### src/rtl/serial_shift_tx_if.sv
// Handshake and serial-output bundle for serial_shift_tx.
// master = word source / serial consumer side, slave = the transmitter.
interface serial_shift_tx_if #(
   parameter int WIDTH = 4
);
   logic [WIDTH-1:0] din;
   logic             msb_first;
   logic             in_valid;
   logic             in_ready;
   logic             serial_out;
   logic             shift_en;
   logic             par_valid;
   logic             busy;
   logic             done;

   modport master (
      output din, msb_first, in_valid,
      input  in_ready, serial_out, shift_en, par_valid, busy, done
   );

   modport slave (
      input  din, msb_first, in_valid,
      output in_ready, serial_out, shift_en, par_valid, busy, done
   );
endinterface

### src/rtl/serial_shift_tx.sv
// Parallel-to-serial transmitter with shift_en strobe, LSB- or MSB-first.
// Define SERIAL_TX_PARITY_EN to append one even-parity bit per frame.
module serial_shift_tx #(
   parameter int WIDTH = 4
) (
   input  logic              clk,
   input  logic              rst_n,
   serial_shift_tx_if.slave  bus
);
   localparam int CW = (WIDTH > 1) ? $clog2(WIDTH) : 1;

`ifdef SERIAL_TX_PARITY_EN
   typedef enum logic [1:0] {S_IDLE = 2'd0, S_DATA = 2'd1, S_PARITY = 2'd2} state_t;
`else
   typedef enum logic {S_IDLE = 1'b0, S_DATA = 1'b1} state_t;
`endif

   state_t           state_q, state_d;
   logic [WIDTH-1:0] sr_q, sr_d;
   logic             ord_q, ord_d;
   logic [CW-1:0]    cnt_q, cnt_d;
   logic             last_bit;
   logic             accept;
`ifdef SERIAL_TX_PARITY_EN
   logic             par_q, par_d;
`endif

   // Final-bit cycle: the slot in which a new word may be taken for a gapless follow-on frame.
`ifdef SERIAL_TX_PARITY_EN
   assign last_bit = (state_q == S_PARITY);
`else
   assign last_bit = (state_q == S_DATA) && (cnt_q == '0);
`endif
   assign accept = bus.in_valid && bus.in_ready;

   always_ff @(posedge clk or negedge rst_n) begin
      if (!rst_n) begin
         state_q <= S_IDLE;
         sr_q    <= '0;
         ord_q   <= 1'b0;
         cnt_q   <= '0;
`ifdef SERIAL_TX_PARITY_EN
         par_q   <= 1'b0;
`endif
      end else begin
         state_q <= state_d;
         sr_q    <= sr_d;
         ord_q   <= ord_d;
         cnt_q   <= cnt_d;
`ifdef SERIAL_TX_PARITY_EN
         par_q   <= par_d;
`endif
      end
   end

   always_comb begin
      state_d = state_q;
      sr_d    = sr_q;
      ord_d   = ord_q;
      cnt_d   = cnt_q;
`ifdef SERIAL_TX_PARITY_EN
      par_d   = par_q;
`endif
      case (state_q)
         S_IDLE: if (accept) state_d = S_DATA;
         S_DATA: begin
            if (cnt_q == '0) begin
`ifdef SERIAL_TX_PARITY_EN
               state_d = S_PARITY;
`else
               state_d = accept ? S_DATA : S_IDLE;
`endif
            end
         end
`ifdef SERIAL_TX_PARITY_EN
         S_PARITY: state_d = accept ? S_DATA : S_IDLE;
`endif
         default: state_d = S_IDLE;
      endcase

      // The register always moves toward whichever end feeds serial_out.
      if (accept) begin
         sr_d  = bus.din;
         ord_d = bus.msb_first;
         cnt_d = CW'(WIDTH - 1);
`ifdef SERIAL_TX_PARITY_EN
         par_d = ^bus.din;
`endif
      end else if (state_q == S_DATA) begin
         sr_d = ord_q ? (sr_q << 1) : (sr_q >> 1);
         if (cnt_q != '0) cnt_d = cnt_q - 1'b1;
      end
   end

   always_comb begin
      bus.in_ready   = (state_q == S_IDLE) || last_bit;
      bus.busy       = (state_q != S_IDLE);
      bus.done       = last_bit;
      bus.serial_out = 1'b0;
      bus.shift_en   = 1'b0;
      bus.par_valid  = 1'b0;
      case (state_q)
         S_DATA: begin
            bus.shift_en   = 1'b1;
            bus.serial_out = ord_q ? sr_q[WIDTH-1] : sr_q[0];
         end
`ifdef SERIAL_TX_PARITY_EN
         S_PARITY: begin
            bus.par_valid  = 1'b1;
            bus.serial_out = par_q;
         end
`endif
         default: ;
      endcase
   end
endmodule

### src/flat_wrapper.sv
// flat-port wrapper written by rule: the top's interface ports become plain ports
module serial_shift_tx_flat 
#(
   parameter int WIDTH = 4
)
  (clk, rst_n, bus_din, bus_msb_first, bus_in_valid, bus_in_ready, bus_serial_out, bus_shift_en, bus_par_valid, bus_busy, bus_done);
  serial_shift_tx_if #(.WIDTH(WIDTH)) bus_i ();
  input  logic clk;
  input  logic rst_n;
  input wire logic [$bits(bus_i.din)-1:0] bus_din;
  input wire logic [$bits(bus_i.msb_first)-1:0] bus_msb_first;
  input wire logic [$bits(bus_i.in_valid)-1:0] bus_in_valid;
  output wire logic [$bits(bus_i.in_ready)-1:0] bus_in_ready;
  output wire logic [$bits(bus_i.serial_out)-1:0] bus_serial_out;
  output wire logic [$bits(bus_i.shift_en)-1:0] bus_shift_en;
  output wire logic [$bits(bus_i.par_valid)-1:0] bus_par_valid;
  output wire logic [$bits(bus_i.busy)-1:0] bus_busy;
  output wire logic [$bits(bus_i.done)-1:0] bus_done;
  assign bus_i.din = bus_din;
  assign bus_i.msb_first = bus_msb_first;
  assign bus_i.in_valid = bus_in_valid;
  assign bus_in_ready = bus_i.in_ready;
  assign bus_serial_out = bus_i.serial_out;
  assign bus_shift_en = bus_i.shift_en;
  assign bus_par_valid = bus_i.par_valid;
  assign bus_busy = bus_i.busy;
  assign bus_done = bus_i.done;
  serial_shift_tx #(.WIDTH(WIDTH)) u_core (.clk(clk), .rst_n(rst_n), .bus(bus_i));
endmodule
### config.mk
export PLATFORM = sky130hd
export DESIGN_NAME = serial_shift_tx_flat
export DESIGN_NICKNAME = d
export VERILOG_FILES = /design/src/rtl/serial_shift_tx_if.sv /design/src/rtl/serial_shift_tx.sv /design/src/flat_wrapper.sv
export SDC_FILE = /design/constraint.sdc
export NUM_CORES = 1
export LEC_CHECK = 0
export ABC_AREA = 1
export CAP_MARGIN = 10
export CORE_AREA = 10 10 47 49
export CTS_CLUSTER_DIAMETER = 80
export DETAILED_ROUTE_END_ITERATION = 6
export DIE_AREA = 0 0 57 59
export GPL_ROUTABILITY_DRIVEN = 0
export PLACE_DENSITY_LB_ADDON = 0.12
export SYNTH_ARGS = -nofsm -noshare
export SYNTH_HDL_FRONTEND = slang
export SYNTH_SLANG_ARGS = --single-unit
### constraint.sdc
create_clock -name clk -period 3.9 [get_ports clk]
set_clock_uncertainty 0.1 [all_clocks]
set_input_delay 1.17 -clock clk [delete_from_list [all_inputs] [get_ports clk]]
set_output_delay 1.17 -clock clk [all_outputs]
set_load 0.01 [all_outputs]
==> results of run 1 <==
==> Yosys cell counts <==
cell and n:
dfrtp_1 8, nand3_1 4, nor2_2 1, clkinv_1 1
nand2_1 18, o21ai_1 1, o21ai_2 3, o21ai_0 1
a21oi_1 1, nand3_2 2, ha_1 1, inv_1 9
buf_4 2, inv_2 3, nand2_4 2, nand2_2 5
conb_1 1, a21boi_2 1
==> stage by stage <==
step           worst slack [ns]  total power, µW
5_1_grt                  0.8670            525.7
3_5_place_dp              1.215            422.1
3_3_place_gp              1.249            416.7
4_1_cts                  0.9440            484.0
6_report                 0.9631            473.7
2_1_floorplan             1.812            330.3
==> worst paths after layout <==
path,from,to,slack (ns),depth (start not counted)
setup / recovery,u_core.cnt_q[0],bus_in_ready,0.96,5
hold reg to reg,u_core.sr_q[3],u_core.sr_q[3],0.38,2
max in group asynchronous,rst_n,u_core.sr_q[3],2.34,1
hold / removal,u_core.sr_q[3],u_core.sr_q[3],0.38,2
setup reg to reg,u_core.cnt_q[0],u_core.sr_q[3],2.56,7
min in group asynchronous,rst_n,u_core.bus.busy,1.10,1
==> metal layers <==
layer,vias to the layer above,part of all wire (%)
li1,218,-
met1,181,48
met2,13,40
met3,2,11
met4,0,0.92
met5,-,0
==> layout make-up <==
class | instances | area [µm²]
Inverter | 13 | 48.80
Sequential cell | 8 | 200.2
Timing Repair Buffer | 12 | 120.1
Clock buffer | 3 | 22.52
Multi-Input combinational cell | 41 | 236.5
Fill cell | 150 | 753.2
Tap cell | 16 | 20.02
==> layout by cell type (no fill, tap or decap), types with 2 or more instances in the layout <==
cell / n
o21ai_2: 3
nand2_4: 2
nand2_2: 5
nand3_1: 4
inv_2: 3
nand3_2: 2
inv_1: 9
clkdlybuf4s50_1: 12
dfrtp_1: 8
clkbuf_4: 3
nand2_1: 18
==> where the power goes <==
part           switching (µW)  internal (µW)
Clock                    24.5           35.0
Combinational             142            120
Sequential               31.3            120
==> logic make-up after synthesis <==
logic type                 Yosys count  share of synthesized area [%]
AOI/OAI and AO/OA                    7                          10.50
and+or+nand+nor                     32                          33.50
buffers and inverters               15                          12.75
adders and majority gates            1                          2.500
other                                1                         0.7493
DFF                                  8                          40.00
==> state kept, by name, indices dropped and copies added, names as in the netlist <==
signal / flops
u_core.bus.busy: 1
u_core.cnt_q: 2
u_core.ord_q: 1
u_core.sr_q: 4
==> critical path: cells and delay by family, from the launching register on <==
kind / cells / cell delay [ns]
adder cells (fa/ha/maj): 1 / 0.22
flip-flops: 1 / 0.35
buffers and inverters: 3 / 0.74
AND/OR/NAND/NOR: 1 / 0.10
==> parameters.txt, run 1 <==
Parameter                              Value

Synth
  Synth unique cells    18
  Cells after Synth    64
  Cell type with the highest aggregate area in the netlist    dfrtp_1
  Synth Area per Inst    7.820 µm²
  Register area share after synthesis    40.00%
  Total number of yosys warnings    0
  Top area cells in the synthesized netlist    dfrtp_1 40%, nand2_1 14%, inv_1 6.8%, nand2_2 6.3%, o21ai_2 5.2%
  Mapped cell area    500.5 µm²
  Share of the synthesized area in the top cell type    40.00%
  Synthesized netlist net count    73
  Total of flip-flops plus latches after synthesis    8

Global route
  Global routing's busiest layer    met2
  Met2 usage    8.992%
  Total congestion overflow    0
  Met1 GRT Util    6.821%
  Global-route wire length before repair    1704 µm
  All-layer global routing usage    6.367%
  Antenna violations before repair    0
  Vias in the first global route    409
  Pin count of the biggest net entering global routing    9
  Fraction of met3 tracks used by global routing    4.292%

Clock tree
  H-tree depth reported by CTS    1
  Number of sinks on the clock net    8
  Clock tree from TritonCTS    built
  Clock network latency to the later pin of the worst-skew pair    0.24 ns
  Hold-fix buffer count after cts    0
  Clock buffer count from CTS    3
  Clock transition at the registers of the reported paths    0.05 ns
  CTS max path bufs    2
  Post-CTS setup buffers    0
  Resize count post-CTS    0
  Clock root buffer    clkbuf_4

Final layout
  Layout overhead on the synthesized area    29.50%
  Share of the core filled with cells in the final layout    46.25%
  Final antenna diode count    0
  Final Instance Count excl. Fillers    93
  Post-route design area    648.1 µm²
  Ratio of cells with drive above 1 in the final layout    25.97%
  Nets    88

Power and ir drop
  VDD IR max    0.0002662 V
  Power density cells    730.9 nW/µm²
  Leakage power total    0.0003400 µW

Critical path
  Required @ worst endpoint    2.63 ns
  Most frequent cell on the critical path    inv_1
  Cell breakdown of the critical path    inv_1 -> ha_1 -> inv_1 -> nand2_4 -> clkdlybuf4s50_1
  Arr. time, crit path    1.67 ns
  CP Max Fanout    6
  Crit path capture type    primary output
  Critical Path Max Stage Delay    0.55 ns
  Slowest-stage cell, CP    clkdlybuf4s50_1
  Category of the critical setup timing path    register to primary output
  Category of the worst setup path launch point    register

Drt
  Count of unresolved DRC violations after routing    0
  Detailed router's first-iteration violation count    4
  Ratio of routed vias to standard cells    4.452
  ANT nets after route    0
  Pre-antenna DRT Iters    4
  Detail-routed net length per standard cell    10.55 µm
  Number of vias in the routed layout    414
  Sum of routed wire length over all layers    981 µm

STA
  Setup TNS    0 ns
  F_max    340.5 MHz
  Count of endpoints failing setup in the final report    0
  Pins over their slew limit    0
  Worst hold-check slack    0.3800 ns
  Unrepaired setup endpoints after global routing    no
  Number of hold violations in the final report    0
  Final Cycle Share    75.31%
  Post-layout minimum cycle time    2.937 ns

Die
  Effective utilization at floorplan    35.71%
  Number of top-level pins    14
  Core ar.    1401 µm²
  Die footprint    3363 µm²
  Die Ht    59 µm
  Row cnt    14
  Overall die width    57 µm

Place
  Placed standard-cell area    625.6 µm²
  Post-detailed-placement half-perimeter wirelength    855.1 µm
  Number of buffers added on ports    12
  Placed Instances    90

Hold path
  Path type of the worst min-delay path    register to register

Outcome
  Result of the run    complete, no violations

Job
  Max Cap Violations    0
Power figures use the tool's default switching activity.
==> run 2: changes to the inputs <==
- clock period: 3.9 -> 3.1 ns (I/O delays scaled with it)
==> results of run 2 <==
The final DEF is identical to that of run 1. Status: complete, no violations.
Main changes from that run: setup slack after placement 1.215 ns -> 0.6550 ns; setup slack after layout 0.9631 ns -> 0.4031 ns; register-to-register setup slack 2.56 ns -> 1.76 ns; total power 473.7 µW -> 595.9 µW; worst IR drop on VDD 0.0002662 V -> 0.0003349 V
